$ cat src/rtl/cp0_unit_pkg.sv
// rtl/cp0_unit_pkg.sv - shared CP0 register indices, exception codes and helpers
//
// Purpose : constants shared by cp0_unit and the pipeline exception logic.
// Contents: CP0 register numbers, ExcCode values, EPC computation helper.
package cp0_unit_pkg;

   localparam logic [4:0] CP0_REG_SR    = 5'd12;
   localparam logic [4:0] CP0_REG_CAUSE = 5'd13;
   localparam logic [4:0] CP0_REG_EPC   = 5'd14;
   localparam logic [4:0] CP0_REG_PRID  = 5'd15;

   typedef enum logic [4:0] {
      EXC_INT  = 5'd0,
      EXC_ADEL = 5'd4,
      EXC_ADES = 5'd5,
      EXC_RI   = 5'd10,
      EXC_OV   = 5'd12
   } exc_code_e;

   // A delay-slot instruction restarts at its branch, one word earlier.
   function automatic logic [31:0] epc_of(input logic [31:0] pc, input logic bd);
      logic [31:0] raw;
      raw = bd ? (pc - 32'd4) : pc;
      return {raw[31:2], 2'b00};
   endfunction

endpackage

$ cat src/rtl/cp0_unit_if.sv
// rtl/cp0_unit_if.sv - pipeline <-> CP0 signal bundle
//
// Purpose : groups the M-stage request signals and CP0 responses.
// master  : pipeline side (drives A1..EXLClr, receives Dout/EPCOut/Req).
// slave   : cp0_unit side.
interface cp0_unit_if;

   logic [4:0]  A1;
   logic [4:0]  A2;
   logic [31:0] Din;
   logic        WE;
   logic [31:0] PC;
   logic        BDIn;
   logic [4:0]  ExcCodeIn;
   logic [5:0]  HWInt;
   logic        EXLClr;
   logic [31:0] Dout;
   logic [31:0] EPCOut;
   logic        Req;

   modport master (
      output A1, A2, Din, WE, PC, BDIn, ExcCodeIn, HWInt, EXLClr,
      input  Dout, EPCOut, Req
   );

   modport slave (
      input  A1, A2, Din, WE, PC, BDIn, ExcCodeIn, HWInt, EXLClr,
      output Dout, EPCOut, Req
   );

endinterface

$ cat src/rtl/cp0_unit.sv
// rtl/cp0_unit.sv - MIPS-style coprocessor 0: SR, Cause, EPC, PrID
//
// Purpose : holds exception state, raises Req for interrupts/exceptions,
//           services mtc0/mfc0 and eret.
// Ports   : clk    - clock, rising edge
//           reset  - asynchronous active-low reset
//           bus    - cp0_unit_if.slave (A1/A2/Din/WE/PC/BDIn/ExcCodeIn/
//                    HWInt/EXLClr in; Dout/EPCOut/Req out)
// Param   : PRID   - value read back from register 15
module cp0_unit
   import cp0_unit_pkg::*;
#(
   parameter logic [31:0] PRID = 32'h2020_0007
) (
   input  logic       clk,
   input  logic       reset,
   cp0_unit_if.slave  bus
);

   logic [5:0]  im_q,       im_d;
   logic        exl_q,      exl_d;
   logic        ie_q,       ie_d;
   logic        bd_q,       bd_d;
   logic [5:0]  ip_q,       ip_d;
   logic [4:0]  exc_code_q, exc_code_d;
   logic [31:0] epc_q,      epc_d;

   logic int_req;
   logic exc_req;
   logic req;

   // EXL masks both sources so a handler is never re-entered.
   assign int_req = ie_q & ~exl_q & (|(bus.HWInt & im_q));
   assign exc_req = ~exl_q & (bus.ExcCodeIn != EXC_INT);
   assign req     = int_req | exc_req;

   always_comb begin
      im_d       = im_q;
      exl_d      = exl_q;
      ie_d       = ie_q;
      bd_d       = bd_q;
      exc_code_d = exc_code_q;
      epc_d      = epc_q;
      ip_d       = bus.HWInt;

      if (req) begin
         // Exception entry overrides any mtc0 or eret in the same cycle.
         exl_d      = 1'b1;
         bd_d       = bus.BDIn;
         exc_code_d = int_req ? EXC_INT : bus.ExcCodeIn;
         epc_d      = epc_of(bus.PC, bus.BDIn);
      end else begin
         if (bus.WE) begin
            if (bus.A2 == CP0_REG_SR) begin
               im_d  = bus.Din[15:10];
               exl_d = bus.Din[1];
               ie_d  = bus.Din[0];
            end else if (bus.A2 == CP0_REG_EPC) begin
               epc_d = {bus.Din[31:2], 2'b00};
            end
         end
         if (bus.EXLClr) begin
            exl_d = 1'b0;
         end
      end
   end

   always_ff @(posedge clk or negedge reset) begin
      if (!reset) begin
         im_q       <= '0;
         exl_q      <= 1'b0;
         ie_q       <= 1'b0;
         bd_q       <= 1'b0;
         ip_q       <= '0;
         exc_code_q <= '0;
         epc_q      <= '0;
      end else begin
         im_q       <= im_d;
         exl_q      <= exl_d;
         ie_q       <= ie_d;
         bd_q       <= bd_d;
         ip_q       <= ip_d;
         exc_code_q <= exc_code_d;
         epc_q      <= epc_d;
      end
   end

   always_comb begin
      bus.Dout = '0;
      case (bus.A1)
         CP0_REG_SR:    bus.Dout = {16'b0, im_q, 8'b0, exl_q, ie_q};
         CP0_REG_CAUSE: bus.Dout = {bd_q, 15'b0, ip_q, 3'b0, exc_code_q, 2'b0};
         CP0_REG_EPC:   bus.Dout = epc_q;
         CP0_REG_PRID:  bus.Dout = PRID;
         default:       bus.Dout = '0;
      endcase
   end

   assign bus.EPCOut = epc_q;
   assign bus.Req    = req;

endmodule

$ cat src/flat_wrapper.sv
// flat-port wrapper written by rule: the top's interface ports become plain ports
module cp0_unit_flat import cp0_unit_pkg::*;
#(
   parameter logic [31:0] PRID = 32'h2020_0007
)
  (clk, reset, bus_A1, bus_A2, bus_Din, bus_WE, bus_PC, bus_BDIn, bus_ExcCodeIn, bus_HWInt, bus_EXLClr, bus_Dout, bus_EPCOut, bus_Req);
  cp0_unit_if bus_i ();
  input  logic clk;
  input  logic reset;
  input wire logic [$bits(bus_i.A1)-1:0] bus_A1;
  input wire logic [$bits(bus_i.A2)-1:0] bus_A2;
  input wire logic [$bits(bus_i.Din)-1:0] bus_Din;
  input wire logic [$bits(bus_i.WE)-1:0] bus_WE;
  input wire logic [$bits(bus_i.PC)-1:0] bus_PC;
  input wire logic [$bits(bus_i.BDIn)-1:0] bus_BDIn;
  input wire logic [$bits(bus_i.ExcCodeIn)-1:0] bus_ExcCodeIn;
  input wire logic [$bits(bus_i.HWInt)-1:0] bus_HWInt;
  input wire logic [$bits(bus_i.EXLClr)-1:0] bus_EXLClr;
  output wire logic [$bits(bus_i.Dout)-1:0] bus_Dout;
  output wire logic [$bits(bus_i.EPCOut)-1:0] bus_EPCOut;
  output wire logic [$bits(bus_i.Req)-1:0] bus_Req;
  assign bus_i.A1 = bus_A1;
  assign bus_i.A2 = bus_A2;
  assign bus_i.Din = bus_Din;
  assign bus_i.WE = bus_WE;
  assign bus_i.PC = bus_PC;
  assign bus_i.BDIn = bus_BDIn;
  assign bus_i.ExcCodeIn = bus_ExcCodeIn;
  assign bus_i.HWInt = bus_HWInt;
  assign bus_i.EXLClr = bus_EXLClr;
  assign bus_Dout = bus_i.Dout;
  assign bus_EPCOut = bus_i.EPCOut;
  assign bus_Req = bus_i.Req;
  cp0_unit #(.PRID(PRID)) u_core (.clk(clk), .reset(reset), .bus(bus_i));
endmodule
$ cat config.mk
export PLATFORM = sky130hd
export DESIGN_NAME = cp0_unit_flat
export DESIGN_NICKNAME = d
export VERILOG_FILES = /design/src/rtl/cp0_unit_pkg.sv /design/src/rtl/cp0_unit_if.sv /design/src/rtl/cp0_unit.sv /design/src/flat_wrapper.sv
export SDC_FILE = /design/constraint.sdc
export NUM_CORES = 1
export LEC_CHECK = 0
export ABC_AREA = 1
export BUFFER_PORTS_ARGS = -buffer_cell sky130_fd_sc_hd__buf_4
export CAP_MARGIN = 5
export CORE_ASPECT_RATIO = 1.2
export CORE_UTILIZATION = 46
export CTS_CLUSTER_SIZE = 8
export DETAILED_ROUTE_END_ITERATION = 12
export PLACE_DENSITY = 0.77
export SETUP_SLACK_MARGIN = 0.4
export SYNTH_ARGS = -nofsm -noshare
export SYNTH_HDL_FRONTEND = slang
export SYNTH_SLANG_ARGS = --single-unit
$ cat constraint.sdc
create_clock -name clk -period 2.8 [get_ports clk]
set_input_delay 0 -clock clk [delete_from_list [all_inputs] [get_ports clk]]
set_output_delay 0 -clock clk [all_outputs]
set_load 0.1 [all_outputs]
# [Word-level counts from Yosys, hierarchy flattened]
# Index checks and enable logic that the tools add are counted.
[classes] addsub=1 eq_ne=7 muxes=11 n_bitwise=7 reduce_logical=9
[ops] operator="$mux W32" n=5
[ops] operator="$pmux W32 S4" n=1
[ops] operator="$sub A32 B3 Y32 const B" n=1
[ops] operator="$eq A5 B4 Y1 const B" n=6
[ops] operator="$and A6 B6 Y6" n=1
[ops] operator="$reduce_and A3 Y1" n=2
[ops] operator="$reduce_bool A3 Y1" n=2
[ops] operator="$reduce_or A6 Y1" n=1
[ops] operator="$mux W5" n=1
[ops] operator="$reduce_bool A5 Y1" n=1
[ops] operator="$mux W1" n=4
[ops] operator="$reduce_bool A2 Y1" n=2
[ops] operator="$and A1 B1 Y1" n=3
[ops] operator="$ne A2 B2 Y1 const B" n=1
[ops] operator="$not A1 Y1" n=2
[ops] operator="$reduce_and A2 Y1" n=1
[ops] operator="$or A1 B1 Y1" n=1
[word_totals] reg_bits=52 in_bits=90 output_inout_bits=65 wordCells=42

# [Logic depth before layout (Yosys ltp)]
# Gate-level depths: netlist of the first run.
[logic_depth] word_depth=6 ltp_mapped=13 mapped_depth_nobuf=13

# [Least setup slack after synthesis of the first run]
# Ideal clock, no wire load.
[synth_path] kind="register to output" from="register u_core.exl_q" to="output port bus_Dout[1]" t_arrival_ps=2527 slack_ps=273 stages_incl_launch_ff=3 n_path_buf=0 cell_sequence="dfrtp_1 inv_1 o21ai_0"
[synth_via] elab_chain_len=1
[synth_rtl] item="start, declared" line_no="cp0_unit.sv:21" rtl="logic exl_q, exl_d;"
[synth_rtl] item="start signal, assigned" line_no="cp0_unit.sv:79" rtl="exl_q <= exl_d;"
[synth_rtl] item="$pmux W32 S4" line_no="cp0_unit.sv:90" rtl="case (bus.A1)"
[synth_rtl] item="end, declared" line_no="flat_wrapper.sv:19" rtl="output wire logic [$bits(bus_i.Dout)-1:0] bus_Dout;"
# Every way passes these cells.

# [Worst setup path in the final report of the first run]
[layout_path] from="input port bus_HWInt[2]" to="register u_core.exl_q"
[layout_via] elab_chain_len=6
[layout_rtl] item="start, declared" line_no="flat_wrapper.sv:17" rtl="input wire logic [$bits(bus_i.HWInt)-1:0] bus_HWInt;"
[layout_rtl] item="$and A6 B6 Y6 *" line_no="cp0_unit.sv:33" rtl="assign int_req = ie_q & ~exl_q & (|(bus.HWInt & im_q));"
[layout_rtl] item="$reduce_or A6 Y1 *" line_no="cp0_unit.sv:33"
[layout_rtl] item="$and A1 B1 Y1 *" line_no="cp0_unit.sv:33"
[layout_rtl] item="$or A1 B1 Y1 *" line_no="cp0_unit.sv:35" rtl="assign req = int_req | exc_req;"
[layout_rtl] item="$reduce_bool A3 Y1 (no source line)"
[layout_rtl] item="$reduce_and A2 Y1 (no source line)"
# Every way passes the cells marked *; elsewhere a longest branch is shown, timed or not.
# A chain may end at the register's enable or synchronous reset.

==> impl_summary.md, run 1 <==
Status
The flow ran to the end, and the final reports show no timing, DRC or antenna violations.

Floorplanning
The die is 100 um tall. The effective utilization at floorplan is 0.478. The total area inside the core boundary comes to 7710 um^2.

155 I/O pins were placed. The floorplan step defined a die boundary enclosing 8370 um^2. The row count is 35. The die outline width is 83.7 um.

Logic synthesis
The number of cells produced by synthesis is 596. The netlist area before placement is 3680 um^2. The post-synthesis sequential area ratio is 0.340. The cell type with the highest aggregate area in the netlist is sky130_fd_sc_hd__dfrtp_1. The average footprint of a synthesized cell is 6.18 um^2. For this run, the leading register cell type out of synthesis is sky130_fd_sc_hd__dfrtp_1. By area the synthesized netlist is led by sky130_fd_sc_hd__dfrtp_1 34%, sky130_fd_sc_hd__nand2_1 20%, sky130_fd_sc_hd__nor2_1 11%. The top-area cell type share of the netlist area is 0.340. The synthesized flop and latch total is 50. For this run, asynchronously set or reset flops after synthesis account for 1.00.

The number of library cell types mapped by synthesis is 29. Counting flops with a built-in enable in the synthesized netlist gives 0. During synthesis, Yosys emitted a total of 0 warnings.

STA
The actual transition at the worst max-transition pin is 0.662 ns. Adding up every negative setup slack in the final design gives 0 ns. Setup violations remaining at the end of the flow were counted as 0. The worst slew slack as a fraction of its limit is 0.558. The maximum operating frequency is 0.474 GHz. Dividing the final minimum period by the clock period gives 0.754.

Setup repair after global routing left no endpoint under its margin. The final count of pins violating max slew came to 0. The number of failing hold endpoints at the final stage is 0. The final period demand of the worst path is 2.11 ns.

The clock skew is 0.00487 ns.

Critical path
The endpoint identified for the worst register-to-register timing path is u_core.exl_q. The setup check on the worst reg-to-reg path leaves a slack of 0.70 ns. The worst setup path is of the in -> reg kind.

The kind of end point of the critical path is a flip-flop. The delay of the slowest cell on the worst path is 0.56 ns. STA classifies the critical path startpoint as an input port. For the worst flop-to-flop path, the logic depth is 8.

The signal on the critical path passes through dlygate4sd3_1 > buf_4 > nand2_1 > nand3_1 > o21ai_2 > buf_4 > nand2_4 > buf_12 > o21bai_1 > dlygate4sd3_1. The largest fanout of any net on the critical path is 68. The critical path's slowest cell is sky130_fd_sc_hd__dlygate4sd3_1. The worst register-to-register path begins at u_core.im_q[3]. For the worst setup path, the data required time is 2.99 ns. The data arrival time of the critical path is 2.30 ns.

Clocking
In this run the deepest clock path goes through 2 buffers. In this run the clock root is driven by a sky130_fd_sc_hd__clkbuf_8. At the later pin of the worst-skew pair, clock insertion delay measures 0.30 ns.

The H-tree was split into 2 levels. In this run, CTS created clock tree buffers numbering 5. The post-cts gate resize count is 0. Buffers inserted to repair hold after CTS numbered 23. For this design, the sink count on the clock tree is 50. After clock tree synthesis, the clock-pin slew on the worst setup and hold paths is 0.09 ns. TritonCTS built the clock tree. In this run the post-CTS setup repair buffer count came out at 0.

Detailed routing
The detail-routed net length per standard cell is 14.5 um. The total via count after detailed routing is 4275. The first routing iteration left 218 violations. The first TritonRoute pass finished after 4 iterations. The final wirelength is 12400 um. The count of nets left with antenna violations after detail routing is 0.

For this run, design rule violations remaining after detail routing come to 0. Dividing the detail-routed via count by the number of cells gives 4.99.

Min path
The worst hold path begins at bus_BDIn. The worst-case hold path end point is u_core.bd_q. The class of the worst hold path is in -> reg. The worst hold path was traced through 3 stages.

Power and ir drop
The worst voltage drop across the vdd grid is 0.000994 V. Of the total power, combinational logic draws 0.687. The total internal power is 2.12 mW. Of the total power, registers draw 0.236. The switching share of power is 0.614. For this design the static power due to leakage is 2.82 nW. The net switching power of the design is 3.38 mW.

The share of power burned in the clock network is 0.077. Dividing total power by cell area gives a power density of 1070 nW/um^2.

Global routing
The wire length of the first global-routing pass is 20100 um. The via count of the first global-routing pass is 4247. The maximum number of pins on one net before global-route repair is 69. The total overflow left after global routing is 0. The number of antenna violations at the first check in global routing is 0. In the global route stage, overall resource usage came out at 0.301.

Place
Detailed placement ended at an HPWL of 9540 um. The count of buffers added on input and output ports is 150. At the end of routability-driven placement, the weighted congestion stood at 0.919.

Final layout
The number of antenna diodes in the final layout is 0. The fraction of the core area covered by cells at the end of the flow is 0.671. After the last flow step, the layout net total stands at 855.

The layout filler cell count is 736. The ratio of cells with drive above 1 in the final layout is 0.239. The area added between synthesis and finish is 40.4%.

Job
Max-cap violations in this run came to 0.
critical path: cells and delay by family:
family | cells | cell delay (ns)
simple gates | 3 | 0.26
compound gates | 2 | 0.35
buf+inv | 5 | 1.68
stage by stage:
step | instances | setup WS (ns) | power (mW) | area (um^2) | hold slack [ns]
6_report | 857 | 0.688 | 5.51 | 5170 | 0.0162
5_1_grt | 857 | 0.628 | 5.81 | 5170 | 0.0183
3_3_place_gp | 826 | 0.847 | 4.99 | 4850 | 0.0558
3_5_place_dp | 826 | 0.802 | 5.04 | 4850 | 0.0606
2_1_floorplan | 597 | 0.501 | 4.22 | 3690 | -0.296
4_1_cts | 857 | 0.700 | 5.51 | 5170 | 0.00730
cells in the mapped netlist (4+ instances only):
library cell	n
sky130_fd_sc_hd__nand3_1	46
sky130_fd_sc_hd__buf_6	4
sky130_fd_sc_hd__dfrtp_1	50
sky130_fd_sc_hd__o21ai_1	10
sky130_fd_sc_hd__buf_2	5
sky130_fd_sc_hd__o21ai_2	8
sky130_fd_sc_hd__o211ai_1	7
sky130_fd_sc_hd__inv_1	84
sky130_fd_sc_hd__nand4_1	10
sky130_fd_sc_hd__buf_4	8
sky130_fd_sc_hd__nand2_1	199
sky130_fd_sc_hd__nor2_1	107
sky130_fd_sc_hd__nor3_1	4
sky130_fd_sc_hd__o21ai_0	28
power groups by stage:
stage          Clock [mW]  Combinational (mW)  Sequential, mW
3_3_place_gp            0                3.69            1.30
5_1_grt             0.465                4.01            1.33
3_5_place_dp            0                3.73            1.30
4_1_cts             0.435                3.78            1.29
6_report            0.426                3.78            1.30
2_1_floorplan           0                1.36            2.86
per-layer routing:
| layer | GRT usage | vias to the layer above | wire length (um) | part of all wire |
|---|---|---|---|---|
| met5 | 0 | - | 0 | 0 |
| met4 | 0.128 | 0 | 350 | 0.028 |
| met3 | 0.0222 | 25 | 513 | 0.041 |
| met2 | 0.566 | 140 | 6460 | 0.52 |
| met1 | 0.353 | 1940 | 5080 | 0.41 |
| li1 | - | 2170 | - | - |
cells by family (layout without fill, tap and decap cells):
family | after synthesis | count (layout) | share of synthesized area
buffers and inverters | 104 | 272 | 0.124
and+or+nand+nor | 379 | 379 | 0.426
other | 1 | 2 | 0.00102
xor gates and xnor gates | 5 | 5 | 0.0119
AOI/OAI and AO/OA | 56 | 56 | 0.0934
DFF | 50 | 50 | 0.340
adders and majority gates | 1 | 1 | 0.00340
placed cells by master (no fill, tap or decap), drive strengths merged, types with 2 or more instances in the layout:
cell type      n
xnor2          2
nand2        201
dfrtp         50
nand4         10
buf          156
nor2         113
nand3b         3
clkbuf         7
o21bai         2
inv           85
nor3           4
o211ai         7
xor2           3
o21ai         47
conb           2
nand3         47
dlygate4sd3   23
flip-flops by register name, indices dropped and copies added (netlist names):
| register | count |
|---|---|
| u_core.ie_q | 1 |
| u_core.exl_q | 1 |
| u_core.ip_q | 6 |
| u_core.exc_code_q | 5 |
| u_core.bd_q | 1 |
| u_core.bus.EPCOut | 30 |
| u_core.im_q | 6 |
cell type report:
cell class                 instances  area (um^2)  area share
tap                               92          115      0.0223
inverter                          85          319      0.0617
sequential                        50         1250       0.242
clock inverter                     1         5.00    0.000968
timing repair buffer             179         1410       0.274
clock buffer                       7         86.3      0.0167
multi-input combinational        443         1980       0.383
worst max-delay path by stage:
stage                                startpoint               endpoint  slack [ns]  depth (start not counted)
after floorplan           u_core.bus.EPCOut[16]           bus_Dout[16]        0.50                          2
after global placement           u_core.im_q[3]   u_core.bus.EPCOut[8]        0.85                          9
after detailed placement         u_core.im_q[3]  u_core.bus.EPCOut[12]        0.80                          9
after CTS                        u_core.im_q[3]           u_core.exl_q        0.70                          8
after global routing             u_core.im_q[3]  u_core.bus.EPCOut[16]        0.63                          9
final                              bus_HWInt[2]           u_core.exl_q        0.69                         10
(Power assumes the default switching activity.)
==> inputs of run 2 (changes only) <==
Clock period 2.8 ns to 2.15 ns, I/O delays scaled along.
==> impl_summary.md, run 2 (synthesized netlist as in run 1, its figures left out) <==
Detailed routing
The routed design has 12300 um of wire. The detail-routed net length per standard cell is 14.3 um. The initial DRC count is 241. The number of remaining DRC errors is 0. Once detail routing completed, the nets flagged for antenna violations numbered 0. The first-pass iteration count of the detailed router is 4. The final route contains 4280 vias. The routed design uses 6170 um of met2 wire. The highest routed metal layer is met4. For this block, wires on met1 add up to 5160 um. Dividing the detail-routed via count by the number of cells gives 4.98. Wire segments on met3 add up to 569 um in the final route.

Global routing
The total routing usage reported by global routing is 0.300. Entering global routing, the biggest net connects 51 pins. The number of antenna violations at the first check in global routing is 0. Summed over all layers, the global routing overflow is 0.

The first global-routing pass estimated 20100 um of wire. The via count of the first global-routing pass is 4217.

STA
The number of failing hold endpoints at the final stage was 0. Setup repair after global routing left no endpoint under its margin. The worst slew slack as a fraction of its limit is 0.580. Dividing the final minimum period by the clock period gives 0.763. The final count of pins violating max slew is 0.

Between clock sinks in the finished design, the worst skew comes to 0.00286 ns. Timing would allow up to 0.610 GHz. The actual transition at the worst max-transition pin is 0.629 ns. The routed design could run at a clock period as short as 1.64 ns. The final number of setup-violating endpoints is 0. The worst hold margin is 0.0165 ns.

Clocking
The clock drives 50 sinks. The clock reaches the later pin of the worst-skew pair after 0.30 ns. Counting the buffers created by CTS gives 5. The clock tree from TritonCTS is done. The number of buffers on the longest clock path is 2.

In this run the number of H-tree levels came out at 2. The tree is rooted in a sky130_fd_sc_hd__clkbuf_8. Clock-pin slew was measured on the worst setup and hold paths at 0.09 ns.

Critical path
STA classifies the critical path startpoint as a flip-flop. The kind of end point of the critical path is a flip-flop. The category of the most critical setup path is reg -> reg. The critical path buffer and inverter count is 1. The signal on the critical path passes through nand2_1 > nand3_1 > o21ai_2 > nand2_4 > buf_12 > nor2_2 > o21ai_0.

The top cell family by delay on the critical path is simple AND/OR/NAND/NOR gates. STA puts the critical path data required time at 2.32 ns. The slowest stage of the critical path belongs to the cell sky130_fd_sc_hd__dfrtp_1. The largest fanout of any net on the critical path is 45. Data on the critical path arrives at its endpoint at 1.81 ns.

The slack of the worst reg-to-reg path is 0.51 ns. Counting buffers and inverters, the worst setup path is 7 cells deep. Counting cells, the worst reg-to-reg path comes to 7.

For this run, the slowest stage of the critical path takes 0.39 ns.

Floorplanning
The initial utilization of the core area, before any placement, comes to 0.478. The die covers 8370 um^2. The core region is 7710 um^2.

The die outline width is 83.7 um. In this run the vertical extent of the chip is 100 um. In this run the core area contains 35 standard-cell rows. The I/O pin count is 155.

Status
The flow ran to the end, and the final reports show no timing, DRC or antenna violations.

Final layout
Relative to the synthesized area, the layout overhead comes to 44.9%. The fraction of the core area covered by cells at the end of the flow is 0.692. The register with the most flip-flops in the layout has 30 of them.

The post-layout net count is 857. The most common cell after layout, fill and taps aside is sky130_fd_sc_hd__nand2_1. Of the cells placed in the final design, the portion with a size suffix greater than 1 is 0.278. The top cell types in the final layout, fill and taps aside, are 197 x sky130_fd_sc_hd__nand2_1, 155 x sky130_fd_sc_hd__buf_4, 93 x sky130_fd_sc_hd__nor2_1, 84 x sky130_fd_sc_hd__inv_1, 46 x sky130_fd_sc_hd__nand3_1. 0 antenna diodes ended up in the layout.

Place
Once detailed placement completed, the half-perimeter wirelength came to 9450 um. The placer's final routability congestion estimate is 0.938. The count of input and output buffers is 150.

Job
Max-cap violations in this run came to 0.

Power and ir drop
The power density of the placed cells is 1390 nW/um^2. The analysis attributes to cell leakage a power of 2.84 nW. The worst voltage drop across the vdd grid is 0.00108 V.

Min path
Along the worst hold path, the cell count comes to 5. The path class of the tightest hold or removal check is in -> reg.
## run 2: worst register-to-register path: cells and delay by family, from the launching register on
| kind | cells | cell delay [ns] |
|---|---|---|
| flops | 1 | 0.39 |
| compound gates | 2 | 0.36 |
| simple gates | 4 | 0.57 |
| buf+inv | 1 | 0.20 |
## run 2: final cells by class
| cell class | instances | area [um^2] |
|---|---|---|
| inverter | 85 | 319 |
| timing repair buffer | 180 | 1440 |
| fill | 662 | 2370 |
| multi-input combinational | 444 | 2100 |
| tap | 92 | 115 |
| clock buffer | 5 | 68.8 |
| clock inverter | 3 | 40.0 |
| sequential | 50 | 1260 |
## run 2: metrics by stage
step,instance area (um^2),setup TNS [ns],cells,power (mW),setup WS (ns)
6_report,5330,0,859,7.42,0.510
2_1_floorplan,3810,-0.298,597,5.58,-0.149
3_3_place_gp,4980,0,826,6.63,0.471
5_1_grt,5330,0,859,7.82,0.414
3_5_place_dp,4980,0,826,6.68,0.435
4_1_cts,5310,0,856,7.37,0.410
## run 2: per-layer routing
metal	up-vias	track usage
li1	2172	-
met1	1944	0.372
met2	138	0.541
met3	26	0.0321
met4	0	0.110
met5	-	0
## run 2: report_power, final
| part | switching [mW] | internal (mW) | leakage (nW) | total (mW) |
|---|---|---|---|---|
| Sequential | 0.306 | 1.39 | 0.573 | 1.69 |
| Clock | 0.306 | 0.343 | 0.0579 | 0.649 |
| Combinational | 3.88 | 1.20 | 2.21 | 5.08 |
| Total | 4.49 | 2.93 | 2.84 | 7.42 |
## run 2: what timing repair did
| item | 4_1_cts | 5_1_grt |
|---|---|---|
| gates resized for setup | 0 | 1 |
| setup endpoints to repair | 0 | 16 |
| buffers inserted | 0 | 2 |
| hold buffers | 22 | 0 |
| hold endpoints to repair | 71 | 0 |
## run 2: path summary, 6_finish.rpt
path / startpoint / end
setup reg to reg: u_core.im_q[0] / u_core.im_q[4]
min in group asynchronous: reset / u_core.exl_q
hold reg to reg: u_core.bus.EPCOut[21] / u_core.bus.EPCOut[21]
hold / removal: bus_Din[18] / u_core.bus.EPCOut[18]
setup / recovery: u_core.im_q[0] / u_core.im_q[4]
max in group asynchronous: reset / u_core.bus.EPCOut[12]
==> inputs of run 3 (changes only) <==
Settings changed: ABC_AREA 1 to 0, PLACE_DENSITY 0.77 to 0.8.
Clock period 2.15 ns to 1.63 ns, I/O delays scaled along.
==> impl_summary.md, run 3 <==
Logic synthesis
By count the netlist is led by 59 x sky130_fd_sc_hd__nor2_1, 50 x sky130_fd_sc_hd__dfrtp_1, 31 x sky130_fd_sc_hd__mux2_2. The cell area that synthesis handed to floorplanning was 3210 um^2. The most instantiated flip-flop cell in the synthesis netlist is sky130_fd_sc_hd__dfrtp_1.

Of the total synthesized cell area, the portion taken by full adders, half adders and majority gates is 0.00389. After synthesis, the share of cell area in mux cells is 0.152. The Yosys step of the flow raised 0 warnings. The average footprint of a synthesized cell is 9.00 um^2.

The number of library cell types mapped by synthesis is 45. The dominant combinational cell family by area after synthesis is simple AND/OR/NAND/NOR gates. The largest total area in the synthesized netlist belongs to sky130_fd_sc_hd__dfrtp_1. After synthesis, the cell types taking the most area are sky130_fd_sc_hd__dfrtp_1 39%, sky130_fd_sc_hd__mux2_2 11%, sky130_fd_sc_hd__nor2_1 6.9%.

Of the total synthesized cell area, the portion taken by XOR and XNOR cells is 0.0736. The share of synthesized area in the top cell type comes to 0.389. In this run, synthesis produced a sequential element count of 50.

The number of cells produced by synthesis is 357. The compound-gate portion of the synthesized area is 0.106. Counting flops with a built-in enable in the synthesized netlist gives 0. The most common cell in the netlist is sky130_fd_sc_hd__nor2_1. The async set-or-reset flop fraction in the synthesized netlist is 1.00. The post-synthesis sequential area ratio is 0.389. The simple logic cell fraction of the synthesized area is 0.228.

STA
The least setup slack across all paths after layout is -0.390 ns. The clock skew is 0.0215 ns. In the final timing run, aggregate negative setup slack is -13.68 ns. The final number of setup-violating endpoints is 47. Based on the critical path, the design can be clocked at up to 0.495 GHz. For the pin with the worst max-slew slack, the measured transition is 0.736 ns.

The smallest clock period supported by the final layout is computed as 2.02 ns. The final critical-path share of the clock period is 1.24. The final count of pins violating max slew is 0. Final hold analysis gives a worst-case slack of -0.0166 ns.

The number of failing hold endpoints at the final stage came to 1. The worst slew slack as a fraction of its limit is 0.509. Setup repair after global routing could not meet its margin everywhere.

Detailed routing
The detail route stage leaves a number of antenna-violating nets equal to 0. The first routing iteration left 504 violations. Summing over every cut layer, the via total after detailed routing is 4718. After detailed routing, the number of remaining DRC violations is 0. After detailed routing, the average wire length per cell comes to 30.0 um. The first-pass iteration count of the detailed router is 6.

In the routed layout, each cell is associated on average with a via count of 6.86. After detailed routing, the total wire length is 20700 um.

Critical path
The worst setup path is launched from a flip-flop. The worst register-to-register path begins at u_core.im_q[1]. The slack of the worst reg-to-reg path is -0.39 ns. The worst register-to-register path ends at u_core.im_q[5]. STA classifies the critical path endpoint as a flip-flop. The required arrival time at the worst endpoint is 1.85 ns. The worst setup path endpoint is u_core.im_q[5].

The category of the most critical setup path is reg -> reg. The most critical setup path has its startpoint at u_core.im_q[1]. The worst-case reg-to-reg path depth is 6.

In this run the worst path has a maximum fanout of 7. The data arrival time of the critical path is 2.24 ns.

Status
The final reports fail on negative hold slack, negative setup slack. The run finished, with violations left.

Floorplanning
The area of the die is 7320 um^2. For this design the top-level I/O count stands at 155. The initial utilization of the core area, before any placement, comes to 0.472. The die is 78.3 um wide. The row count is 33. Measured along the y axis, the die boundary spans 93.6 um. The core footprint is 6810 um^2.

Place
The count of input and output buffers is 150. The HPWL reported at the end of detailed placement is 7610 um. The total placed cells including tap cells is 610. At the placement stage, the worst setup path has a slack of -0.341 ns.

At the end of routability-driven placement, the weighted congestion stood at 0.832.

Clocking
The CTS sink count is 50. The clock transition at the register clock pins on the worst setup and hold paths after CTS is 0.12 ns. CTS placed an instance of sky130_fd_sc_hd__clkbuf_8 at the clock tree root. The number of buffers on the longest clock path is 2. CTS built an H-tree with a depth of 2. The clock reaches the later pin of the worst-skew pair after 0.33 ns.

The clock tree from TritonCTS is done. In this run, CTS created clock tree buffers numbering 5.

Final layout
The post-layout net count is 690. In the layout the commonest cells are 176 x sky130_fd_sc_hd__buf_4, 36 x sky130_fd_sc_hd__nor2_4, 31 x sky130_fd_sc_hd__dlygate4sd3_1, 25 x sky130_fd_sc_hd__a21oi_2, 24 x sky130_fd_sc_hd__mux2_2. Of the cells placed in the final design, the portion with a size suffix greater than 1 is 0.698. The filler cells instantiated in the layout total 97.

Leaving out fill and tap cells, the most frequent cell in the layout is sky130_fd_sc_hd__buf_4. The area added between synthesis and finish is 106%. The count of non-filler cells in the finished layout is 688. The number of flip-flops in the largest register is 30.

Min path
The startpoint identified for the worst hold timing path is bus_PC[3]. The class of the worst hold path is in -> reg.

Power and ir drop
The overall power is 12.0 mW. The worst voltage drop across the vdd grid is 0.00174 V. In this run the static leakage power is 2.81 nW. The power density of the placed cells is 1810 nW/um^2.

Global routing
The via count of the first global-routing pass was 3729. The total routing usage reported by global routing is 0.318. The first global-routing pass estimated 18100 um of wire.

The number of antenna violations at the first check in global routing is 1. Entering global routing, the biggest net connects 73 pins. After global routing the overflow that remains totals 0.

Job
Across the run, the number of max-cap violations was 0.
run 3: cells by family (layout without fill, tap and decap cells):
kind of cell | count (synthesis) | after routing
buf+inv | 30 | 272
fa+ha+maj | 1 | 1
compound gates | 58 | 58
mux | 45 | 45
other cells | 1 | 3
flops | 50 | 50
simple gates | 145 | 145
xor+xnor | 27 | 27
run 3: report_power, final:
| group | internal [mW] | leakage (nW) | switching, mW | total, mW |
|---|---|---|---|---|
| Combinational | 2.94 | 2.20 | 5.73 | 8.68 |
| Clock | 0.345 | 0.0472 | 0.520 | 0.864 |
| Sequential | 1.89 | 0.562 | 0.560 | 2.45 |
| Total | 5.18 | 2.81 | 6.81 | 12.0 |
run 3: routing by layer:
layer / GRT usage / routed length, um
met5: 0 / 0
met4: 0.0972 / 2510
met3: 0.0420 / 2510
met2: 0.609 / 9540
met1: 0.360 / 6090
run 3: final cells by class:
type,count,area [um^2],share of cell area
clock buffers,6,82.6,0.0125
inverters,8,30.0,0.00453
repair buffers,256,2500,0.378
diodes,1,2.50,0.000378
clock inverters,2,12.5,0.00189
flip-flops and latches,50,1320,0.199
multi-input cells,278,2570,0.387
well taps,87,109,0.0164
run 3: critical path, cell delays in order, from the launching register on:
cell and delay (ns):
sky130_fd_sc_hd__dfrtp_1 0.44, sky130_fd_sc_hd__a22o_1 0.26, sky130_fd_sc_hd__o31ai_4 0.33, sky130_fd_sc_hd__a31oi_4 0.16, sky130_fd_sc_hd__nor3_4 0.20, sky130_fd_sc_hd__buf_6 0.19, sky130_fd_sc_hd__mux2_4 0.33
run 3: how the worst min path moves through the flow:
stage | slack [ns] | to | cells after the start
final | -0.02 | u_core.bus.EPCOut[3] | 3
after global routing | -0.03 | u_core.bus.EPCOut[3] | 3
after CTS | 0.002 | u_core.bus.EPCOut[29] | 3
after detailed placement | 0.07 | u_core.bus.EPCOut[23] | 1
after global placement | 0.07 | u_core.bus.EPCOut[23] | 1
after floorplan | -0.30 | u_core.bd_q | 0
run 3: per-stage QoR:
step	util	cell area (um^2)
finish	0.973	6630
global route	0.973	6630
CTS	0.842	5740
detailed placement	0.735	5010
global placement	0.735	5010
floorplan	-	3630
run 3: what timing repair did:
action / CTS / global route
endpoints found under the setup margin: 77 / 61
hold buffers: 31 / 0
endpoints found under the hold margin: 79 / 0
resized for setup: 66 / 138
cloned: 0 / 12
setup buffers: 7 / 19
pin swaps: 16 / 42
